### src/rtl/fft_requant_pkg.sv
// Shared widths and helpers for the butterfly requantiser.
// Used by requant_lane and butterfly_requant.
package fft_requant_pkg;

  localparam int DEF_IN_WIDTH    = 45;
  localparam int DEF_OUT_WIDTH   = 27;
  localparam int DEF_SHIFT       = 15;
  localparam int DEF_FRAME_PAIRS = 512;
  localparam int DEF_SAT_CNT_W   =
    $clog2(4 * DEF_FRAME_PAIRS) + 1;

  typedef struct packed {
    logic valid;
    logic last;
    logic len_err;
  } beat_tag_t;

  function automatic longint sat_max(input int w);
    return (longint'(1) <<< (w - 1)) - 1;
  endfunction

  function automatic longint sat_min(input int w);
    return -(longint'(1) <<< (w - 1));
  endfunction

  function automatic logic [2:0] popcount4(
    input logic [3:0] v
  );
    return 3'(v[0]) + 3'(v[1]) +
           3'(v[2]) + 3'(v[3]);
  endfunction

endpackage

### src/rtl/requant_lane.sv
// One component: round, shift, then saturate, two register stages.
// BUTTERFLY_REQUANT_CONVERGENT_EN selects round-half-to-even.
module requant_lane
  import fft_requant_pkg::*;
#(
  parameter int IN_WIDTH  = DEF_IN_WIDTH,
  parameter int OUT_WIDTH = DEF_OUT_WIDTH,
  parameter int SHIFT     = DEF_SHIFT
) (
  input  logic                        clk,
  input  logic                        rst_n,
  input  logic                        s0_valid,
  input  logic                        s1_valid,
  input  logic signed [IN_WIDTH-1:0]  din,
  output logic signed [OUT_WIDTH-1:0] dout,
  output logic                        sat
);

  localparam int RW = IN_WIDTH + 1 - SHIFT;

  localparam logic [IN_WIDTH:0] HALF =
    (IN_WIDTH+1)'(1) << (SHIFT - 1);

  localparam logic signed [RW-1:0] HI =
    RW'(sat_max(OUT_WIDTH));
  localparam logic signed [RW-1:0] LO =
    RW'(sat_min(OUT_WIDTH));

  localparam logic signed [OUT_WIDTH-1:0] HI_O =
    OUT_WIDTH'(sat_max(OUT_WIDTH));
  localparam logic signed [OUT_WIDTH-1:0] LO_O =
    OUT_WIDTH'(sat_min(OUT_WIDTH));

  logic [IN_WIDTH:0]              ext;
  logic [IN_WIDTH:0]              biased;
  logic [SHIFT-1:0]               frac;
  logic signed [RW-1:0]           rnd;
  logic signed [RW-1:0]           rnd_c;
  logic signed [RW-1:0]           rnd_q;
  logic signed [OUT_WIDTH-1:0]    sat_val;
  logic                           over;
  logic                           under;

  // One sign bit of headroom keeps the bias add from overflowing.
  assign ext    = {din[IN_WIDTH-1], din};
  assign biased = ext + HALF;
  assign rnd    = $signed(biased[IN_WIDTH:SHIFT]);
  assign frac   = biased[SHIFT-1:0];

`ifdef BUTTERFLY_REQUANT_CONVERGENT_EN
  // Zero residue after the bias means an exact tie.
  always_comb begin
    rnd_c = rnd;
    if (frac == '0) begin
      rnd_c = {rnd[RW-1:1], 1'b0};
    end
  end
`else
  logic unused_frac;
  assign unused_frac = |frac;
  assign rnd_c       = rnd;
`endif

  always_comb begin
    over  = rnd_q > HI;
    under = rnd_q < LO;
    unique case (1'b1)
      over:    sat_val = HI_O;
      under:   sat_val = LO_O;
      default: sat_val = rnd_q[OUT_WIDTH-1:0];
    endcase
  end

  always_ff @(posedge clk or negedge rst_n) begin
    if (!rst_n) begin
      rnd_q <= '0;
    end else if (s0_valid) begin
      rnd_q <= rnd_c;
    end
  end

  always_ff @(posedge clk or negedge rst_n) begin
    if (!rst_n) begin
      dout <= '0;
      sat  <= 1'b0;
    end else if (s1_valid) begin
      dout <= sat_val;
      sat  <= over | under;
    end
  end

endmodule

### src/rtl/butterfly_requant.sv
// Requantises four butterfly outputs and tracks frame statistics.
// BUTTERFLY_REQUANT_CONVERGENT_EN selects round-half-to-even.
module butterfly_requant
  import fft_requant_pkg::*;
#(
  parameter int IN_WIDTH    = DEF_IN_WIDTH,
  parameter int OUT_WIDTH   = DEF_OUT_WIDTH,
  parameter int SHIFT       = DEF_SHIFT,
  parameter int FRAME_PAIRS = DEF_FRAME_PAIRS,
  parameter int SAT_CNT_W   =
    $clog2(4 * FRAME_PAIRS) + 1
) (
  input  logic                        clk,
  input  logic                        rst_n,
  input  logic                        in_valid,
  input  logic                        in_last,
  input  logic signed [IN_WIDTH-1:0]  in_yp_r,
  input  logic signed [IN_WIDTH-1:0]  in_yp_i,
  input  logic signed [IN_WIDTH-1:0]  in_yq_r,
  input  logic signed [IN_WIDTH-1:0]  in_yq_i,
  output logic                        out_valid,
  output logic                        out_last,
  output logic signed [OUT_WIDTH-1:0] out_yp_r,
  output logic signed [OUT_WIDTH-1:0] out_yp_i,
  output logic signed [OUT_WIDTH-1:0] out_yq_r,
  output logic signed [OUT_WIDTH-1:0] out_yq_i,
  output logic [3:0]                  out_sat,
  output logic                        frame_done,
  output logic [SAT_CNT_W-1:0]        frame_sat_cnt,
  output logic                        frame_len_err
);

  localparam int CNT_W = $clog2(FRAME_PAIRS);
  localparam logic [CNT_W-1:0] LAST_IDX =
    CNT_W'(FRAME_PAIRS - 1);

  beat_tag_t            tag0;
  beat_tag_t            tag1;
  beat_tag_t            tag2;
  logic [CNT_W-1:0]     pair_cnt;
  logic                 sticky;
  logic                 len_err;
  logic [SAT_CNT_W-1:0] sat_acc;
  logic [SAT_CNT_W:0]   sat_sum;
  logic [SAT_CNT_W-1:0] sat_next;
  logic [3:0]           lane_sat;

  requant_lane #(
    .IN_WIDTH (IN_WIDTH),
    .OUT_WIDTH(OUT_WIDTH),
    .SHIFT    (SHIFT)
  ) u_yp_r (
    .clk     (clk),
    .rst_n   (rst_n),
    .s0_valid(in_valid),
    .s1_valid(tag1.valid),
    .din     (in_yp_r),
    .dout    (out_yp_r),
    .sat     (lane_sat[0])
  );

  requant_lane #(
    .IN_WIDTH (IN_WIDTH),
    .OUT_WIDTH(OUT_WIDTH),
    .SHIFT    (SHIFT)
  ) u_yp_i (
    .clk     (clk),
    .rst_n   (rst_n),
    .s0_valid(in_valid),
    .s1_valid(tag1.valid),
    .din     (in_yp_i),
    .dout    (out_yp_i),
    .sat     (lane_sat[1])
  );

  requant_lane #(
    .IN_WIDTH (IN_WIDTH),
    .OUT_WIDTH(OUT_WIDTH),
    .SHIFT    (SHIFT)
  ) u_yq_r (
    .clk     (clk),
    .rst_n   (rst_n),
    .s0_valid(in_valid),
    .s1_valid(tag1.valid),
    .din     (in_yq_r),
    .dout    (out_yq_r),
    .sat     (lane_sat[2])
  );

  requant_lane #(
    .IN_WIDTH (IN_WIDTH),
    .OUT_WIDTH(OUT_WIDTH),
    .SHIFT    (SHIFT)
  ) u_yq_i (
    .clk     (clk),
    .rst_n   (rst_n),
    .s0_valid(in_valid),
    .s1_valid(tag1.valid),
    .din     (in_yq_i),
    .dout    (out_yq_i),
    .sat     (lane_sat[3])
  );

  assign out_sat    = lane_sat;
  assign out_valid  = tag2.valid;
  assign out_last   = tag2.last;
  assign frame_done = tag2.valid & tag2.last;

  assign len_err = sticky | (pair_cnt != LAST_IDX);

  always_comb begin
    tag0.valid   = in_valid;
    tag0.last    = in_valid & in_last;
    tag0.len_err = in_valid & in_last & len_err;
  end

  always_ff @(posedge clk or negedge rst_n) begin
    if (!rst_n) begin
      tag1 <= '0;
      tag2 <= '0;
    end else begin
      tag1 <= tag0;
      tag2 <= tag1;
    end
  end

  // Overlong frames pin the counter and remember it in sticky.
  always_ff @(posedge clk or negedge rst_n) begin
    if (!rst_n) begin
      pair_cnt <= '0;
      sticky   <= 1'b0;
    end else if (in_valid) begin
      if (in_last) begin
        pair_cnt <= '0;
        sticky   <= 1'b0;
      end else if (pair_cnt == LAST_IDX) begin
        sticky   <= 1'b1;
      end else begin
        pair_cnt <= pair_cnt + 1'b1;
      end
    end
  end

  always_comb begin
    sat_sum  = {1'b0, sat_acc} +
               (SAT_CNT_W+1)'(popcount4(out_sat));
    sat_next = sat_sum[SAT_CNT_W] ?
               '1 : sat_sum[SAT_CNT_W-1:0];
  end

  always_ff @(posedge clk or negedge rst_n) begin
    if (!rst_n) begin
      sat_acc       <= '0;
      frame_sat_cnt <= '0;
      frame_len_err <= 1'b0;
    end else if (out_valid) begin
      if (out_last) begin
        sat_acc       <= '0;
        frame_sat_cnt <= sat_next;
        frame_len_err <= tag2.len_err;
      end else begin
        sat_acc       <= sat_next;
      end
    end
  end

endmodule

### config.mk
export PLATFORM = sky130hd
export DESIGN_NAME = butterfly_requant
export DESIGN_NICKNAME = d
export VERILOG_FILES = /design/src/rtl/fft_requant_pkg.sv /design/src/rtl/requant_lane.sv /design/src/rtl/butterfly_requant.sv
export SDC_FILE = /design/constraint.sdc
export NUM_CORES = 1
export LEC_CHECK = 0
export ABC_AREA = 1
export CAP_MARGIN = 5
export CORE_MARGIN = 1.5
export CORE_UTILIZATION = 47
export DETAILED_ROUTE_END_ITERATION = 12
export HOLD_SLACK_MARGIN = 0.05
export PLACE_DENSITY = 0.76
export SLEW_MARGIN = 20
export SYNTH_ARGS = -nofsm -noshare
export SYNTH_HDL_FRONTEND = slang
export SYNTH_HIERARCHICAL = 1
export SYNTH_SLANG_ARGS = --single-unit
### constraint.sdc
create_clock -name clk -period 2.05 [get_ports clk]
set_input_delay 0.615 -clock clk [delete_from_list [all_inputs] [get_ports clk]]
set_output_delay 0.615 -clock clk [all_outputs]
set_load 0.02 [all_outputs]
Word-level counts from Yosys, hierarchy flattened
Index checks and enable logic that the tools add are counted.

Word-level logic and storage cells: 65. Register bits: 277. Output and inout port bits: 128. Input port bits: 184.

Reductions and logical operators: 4. Bitwise gates (word level): 8. Add/sub/neg operators: 9. Magnitude comparators: 8. Eq/ne operators: 3. Multiplexer cells: 10.

Operators by type and width (number): $pmux 27 s2 (4); $add 45x16->46 const B (4); $gt 31x27->1 const B (4); $lt 31x27->1 const B (4); $mux 12 (2); $mux 9 (2); $add 12x3->13 (1); $add 9x1->9 const B (1); $eq 9x9->1 const B (1); $ne 9x9->1 const B (1); $reduce_and 2->1 (3); $or 1x1->1 (5); $add 2x1->3 (1); $add 3x1->3 (1); $and 1x1->1 (3); $add 1x1->2 (1); $mux 1 (2); $ne 2x2->1 const B (1); $reduce_bool 2->1 (1).

Depth between registers and ports, before layout
Gate-level depths: netlist of the first run.

Depth after elaboration: 6. Mapped depth: 16.

Modules after synthesis
The synthesis of the first run kept the hierarchy.

By module, submodules not included: requant_lane (area an instance 3194.3 um^2, times used 4, cells an instance 451); butterfly_requant (area an instance 2072.0 um^2, times used 1, cells an instance 255).

Least setup slack after synthesis of the first run
No wires, ideal clock.

Kind: flip-flop to flip-flop. Start: reg u_yp_r.sat. End: reg sat_acc[0]. Path buffers: 1. Library setup time: 0.076 ns. Arrival: 2.291 ns. Required time: 1.974 ns. Cell stages (with the launch flop): 13. Path slack: -0.317 ns. Path through: dfrtp_1 > fa_1 > inv_1 > fa_1 > inv_1 > fa_1 > nand2_2 > nor2_4 > nand3_2 > buf_6 > nand2_1 > nand2_1 > o21ai_2.

Cells in the longest elaborated chain, start to end: 6.

Ends and longest elaborated chain: from (decl) (line requant_lane.sv:16) `output logic sat`; from (signal assigned) (line requant_lane.sv:88) `sat <= over | under;`; $add 1x1->2 (line fft_requant_pkg.sv:29) `return 3'(v[0]) + 3'(v[1]) +`; $add 2x1->3 (line fft_requant_pkg.sv:29); $add 3x1->3 (line fft_requant_pkg.sv:30) `3'(v[2]) + 3'(v[3]);`; $add 12x3->13 (line butterfly_requant.sv:145) `sat_sum = {1'b0, sat_acc} +`; $mux 12 (line butterfly_requant.sv:147) `sat_next = sat_sum[SAT_CNT_W] ?`; $mux 12 (line butterfly_requant.sv:157) `if (out_last) begin`; to (signal assigned) (line butterfly_requant.sv:162) `sat_acc <= sat_next;`; to (decl) (line butterfly_requant.sv:43) `logic [SAT_CNT_W-1:0] sat_acc;`.

Every way passes these cells. A chain may end at the register's enable or synchronous reset.

Worst setup path after layout of the first run
Start: reg u_yp_r.sat. End: reg frame_sat_cnt[6].

Cells in the longest elaborated chain, start to end: 5.

Ends and longest elaborated chain: $add 1x1->2 (line fft_requant_pkg.sv:29); $add 2x1->3 (line fft_requant_pkg.sv:29); $add 3x1->3 (line fft_requant_pkg.sv:30); $add 12x3->13 (line butterfly_requant.sv:145); $mux 12 (line butterfly_requant.sv:147); to (signal assigned) (line butterfly_requant.sv:159) `frame_sat_cnt <= sat_next;`; to (decl) (line butterfly_requant.sv:29) `output logic [SAT_CNT_W-1:0] frame_sat_cnt,`.

Every way passes these cells.

==> metrics.txt, run 1 <==
setup violators final=24; most used cells in the layout excluding fill and tap cells=nand2_1, nor2_1, dfrtp_1, buf_4, inv_1; synthesis-to-finish area growth=36.4%; Worst Hold Margin=0.334 ns; pwr dens=roughly 770 mW/mm²; cell accounting for the most synthesized area=dfrtp_1; worst setup path start=u_yp_r/sat; Max clock buf depth=3; I/O Pins=approximately 310; crit path max fanout=9; router iterations before antenna repair=5; global-route usage over all layers=approximately 26%; reg2reg start=u_yp_r/sat; violated checks=setup timing; horizontal die dimension=181 µm; crit path capture type=register; flops & latches, synth=277; core outline area=approximately 0.03 mm²; post-route fraction of the period consumed by the critical path=116%; Min-Delay Startpoint=in_valid; clock skew=about 0.0073 ns; mean post-synth cell area=between 7 and 8 µm²; startpoint class of the critical path=register; maximum resistive drop on vdd=approximately 0.6 mV; net count reported at finish=2689; top_reg_cell synth=dfrtp_1; clock latency of the later-clocked register in the worst-skew pair=roughly 0.56 ns; post-layout instance count excluding filler cells=just under 3000; clock tree from TritonCTS=done; highest clock rate=approximately 0.42 GHz; leading post-synthesis cells by cell area=dfrtp_1, nand2_1, nor2_1, a21oi_1, nand3_1; Total Die Area=about 0.033 mm²; initial core utilization=48.2%; total negative slack=-7.02 ns; status=finished with violations; critical path class=register to register; post-place setup slack=-0.391 ns; remaining global-route overflow=0; clock net sink count=approximately 280; minimum setup slack in the final design=-0.322 ns; wire length of the first global-routing pass=69.8 mm; number of hold violations in the final report=0; maxcap violations=0; end-of-flow core utilization=between 60 and 70%; fin. max-slew vios=0; Placer Congestion=0.943; Data arrival, critical path=between 2 and 3 ns; setup slack of the most critical reg-to-reg path=-0.32 ns; leakage=a little under 10 nW; root buffer cell=clkbuf_16; total number of vias=14600; most common cell after layout, fill and taps aside=nand2_1; Hold/Removal Path Class=input port to register; initial antenna violation count=1; via count of the first global-routing pass=14400; Mapped Nets=between 2000 and 2500; cell area after placement=between 0.015 and 0.02 mm²; overall power=approximately 16 mW; total wire length=roughly 42 mm; fill cell total of the finished layout=~2700; Layout Cell Area excl Fill=about 0.020 mm²; count of mapped cells out of synthesis=between 2000 and 2500; sequential area share after synthesis=46.7%; Vias/cell=roughly 5; relative slew slack=between 70% and 80%; post-DP HPWL=31.4 mm; detailed-route DRC error count=0; data required time at the worst endpoint=around 2.5 ns; post-synth cell types=31; Num CTS Buffers=30; clock-pin slew reported for the worst setup and hold paths after clock tree synthesis=about 0.06 ns; CTS H-tree lvls=1; number of standard-cell rows in the floorplan=64; share of the synthesized area in the top cell type=a little under half; number of violations reported at the end of detailed-routing iteration 0=~1000; input/output buffers=between 200 and 300; count of yosys warnings during synthesis=6; ratio of cells with drive above 1 in the final layout=between 10% and 20%; count of placed standard cells including taps=2851; Netlist Area Pre-Place=~0.015 mm²; Die H=181 µm; sequential standard cell area=around 0.0069 mm²; Routed Antenna Nets=0; number of synthesized flops with an enable pin=0; area taken by multi-input logic gates=0.00725 mm²; clock period minus worst slack=between 2 and 2.5 ns; unrepaired setup endpoints after global routing=yes; average wire per cell in the routed design=around 14 µm; share of async-settable or async-resettable flops after synthesis=100%; transition time of the tightest slew-check pin=roughly 0.42 ns; maximum number of pins on one net before global-route repair=56
==> registers in the layout, summed over array words and instances (netlist names), 3 cells and up <==
name,cells
frame_sat_cnt,12
pair_cnt,9
sat_acc,12
tag1,3
u_yp_i/dout,27
u_yp_i/rnd_q,31
u_yp_r/dout,27
u_yp_r/rnd_q,31
u_yq_i/dout,27
u_yq_i/rnd_q,31
u_yq_r/dout,27
u_yq_r/rnd_q,31
==> cell usage after synthesis, types with 3 or more instances <==
cell type / instances
a21oi_1: 110
a21oi_2: 4
a31oi_1: 10
buf_2: 46
clkbuf_1: 14
clkinv_1: 4
dfrtp_1: 277
fa_1: 3
ha_1: 7
inv_1: 130
nand2_1: 831
nand2_2: 14
nand3_1: 101
nand3_2: 13
nand3b_1: 4
nand4_1: 23
nor2_1: 303
nor2_2: 16
nor2_4: 23
nor3_1: 10
o21ai_0: 54
o21ai_1: 4
o21bai_1: 12
o31ai_1: 4
or2_2: 4
xnor2_1: 13
xor2_1: 21
==> where the power goes <==
group | switching [mW] | internal, mW | leakage [nW]
Combinational | 2.11 | 1.44 | 5.88
Sequential | 0.426 | 6.13 | 3.24
Clock | 2.17 | 3.38 | 0.506
==> final timing paths <==
check                                         to  cells past startpoint
max in group asynchronous       u_yq_i/rnd_q[16]                      3
worst max-delay path            frame_sat_cnt[6]                     12
worst min-delay path                     tag1[2]                      1
worst max register to register  frame_sat_cnt[6]                     12
worst min register to register          out_last                      0
min in group asynchronous        u_yq_r/dout[15]                      2
==> repair_timing <==
item	4_1_cts	5_1_grt
setup buffers	1	5
endpoints found under the hold margin	32	0
gates resized for setup	149	31
cloned	0	1
hold buffers	1	0
pin swaps	4	12
setup endpoints to repair	152	35
==> area by class of cell <==
type | instances | area share (%)
Antenna cell | 1 | 0.0124
Clock buffer | 44 | 4.42
Clock inverter | 10 | 0.649
Inverter | 135 | 2.50
Multi-Input combinational cell | 1587 | 35.8
Sequential cell | 277 | 34.3
Tap cell | 396 | 2.45
Timing Repair Buffer | 464 | 19.9
==> worst max-delay path, cell delays in order, from the launching register on <==
cell	delay, ns
dfrtp_2	0.41
fa_1	0.54
inv_1	0.05
fa_2	0.33
inv_2	0.07
fa_2	0.23
nand2_4	0.08
nor2_4	0.11
nand3_2	0.12
buf_6	0.18
nand2_2	0.07
nand2_1	0.06
nand2_1	0.06
==> layer usage <==
metal  up-vias  track usage (%)  share of wire (%)
met5         -                0                  0
met4         0             8.13                2.7
met3        80             3.39                5.3
met2       378             44.1                 48
met1      6802             34.2                 44
li1       7348                -                  -
==> logic make-up (layout without fill, tap and decap cells) <==
kind of cell               Yosys count  in the layout  share of synthesized area (%)
buffers and inverters              196            653                           5.39
DFF                                277            277                           46.7
other                                0              1                              0
adders and majority gates           10             10                          0.994
xor gates and xnor gates            34             34                           2.01
and+or+nand+nor                   1343           1344                           37.7
AOI/OAI and AO/OA                  199            199                           7.19
No activity file was read; power rests on OpenSTA's default activity.
==> run 2: changes to the inputs <==
--- a/config.mk
+++ b/config.mk
@@ -10,7 +10,7 @@
 export CORE_MARGIN = 1.5
 export CORE_UTILIZATION = 47
 export DETAILED_ROUTE_END_ITERATION = 12
-export HOLD_SLACK_MARGIN = 0.05
+export HOLD_SLACK_MARGIN = 0.02
 export PLACE_DENSITY = 0.76
 export SLEW_MARGIN = 20
 export SYNTH_ARGS = -nofsm -noshare
==> results of run 2 <==
Final layout, timing and power as in run 1 (identical DEF).
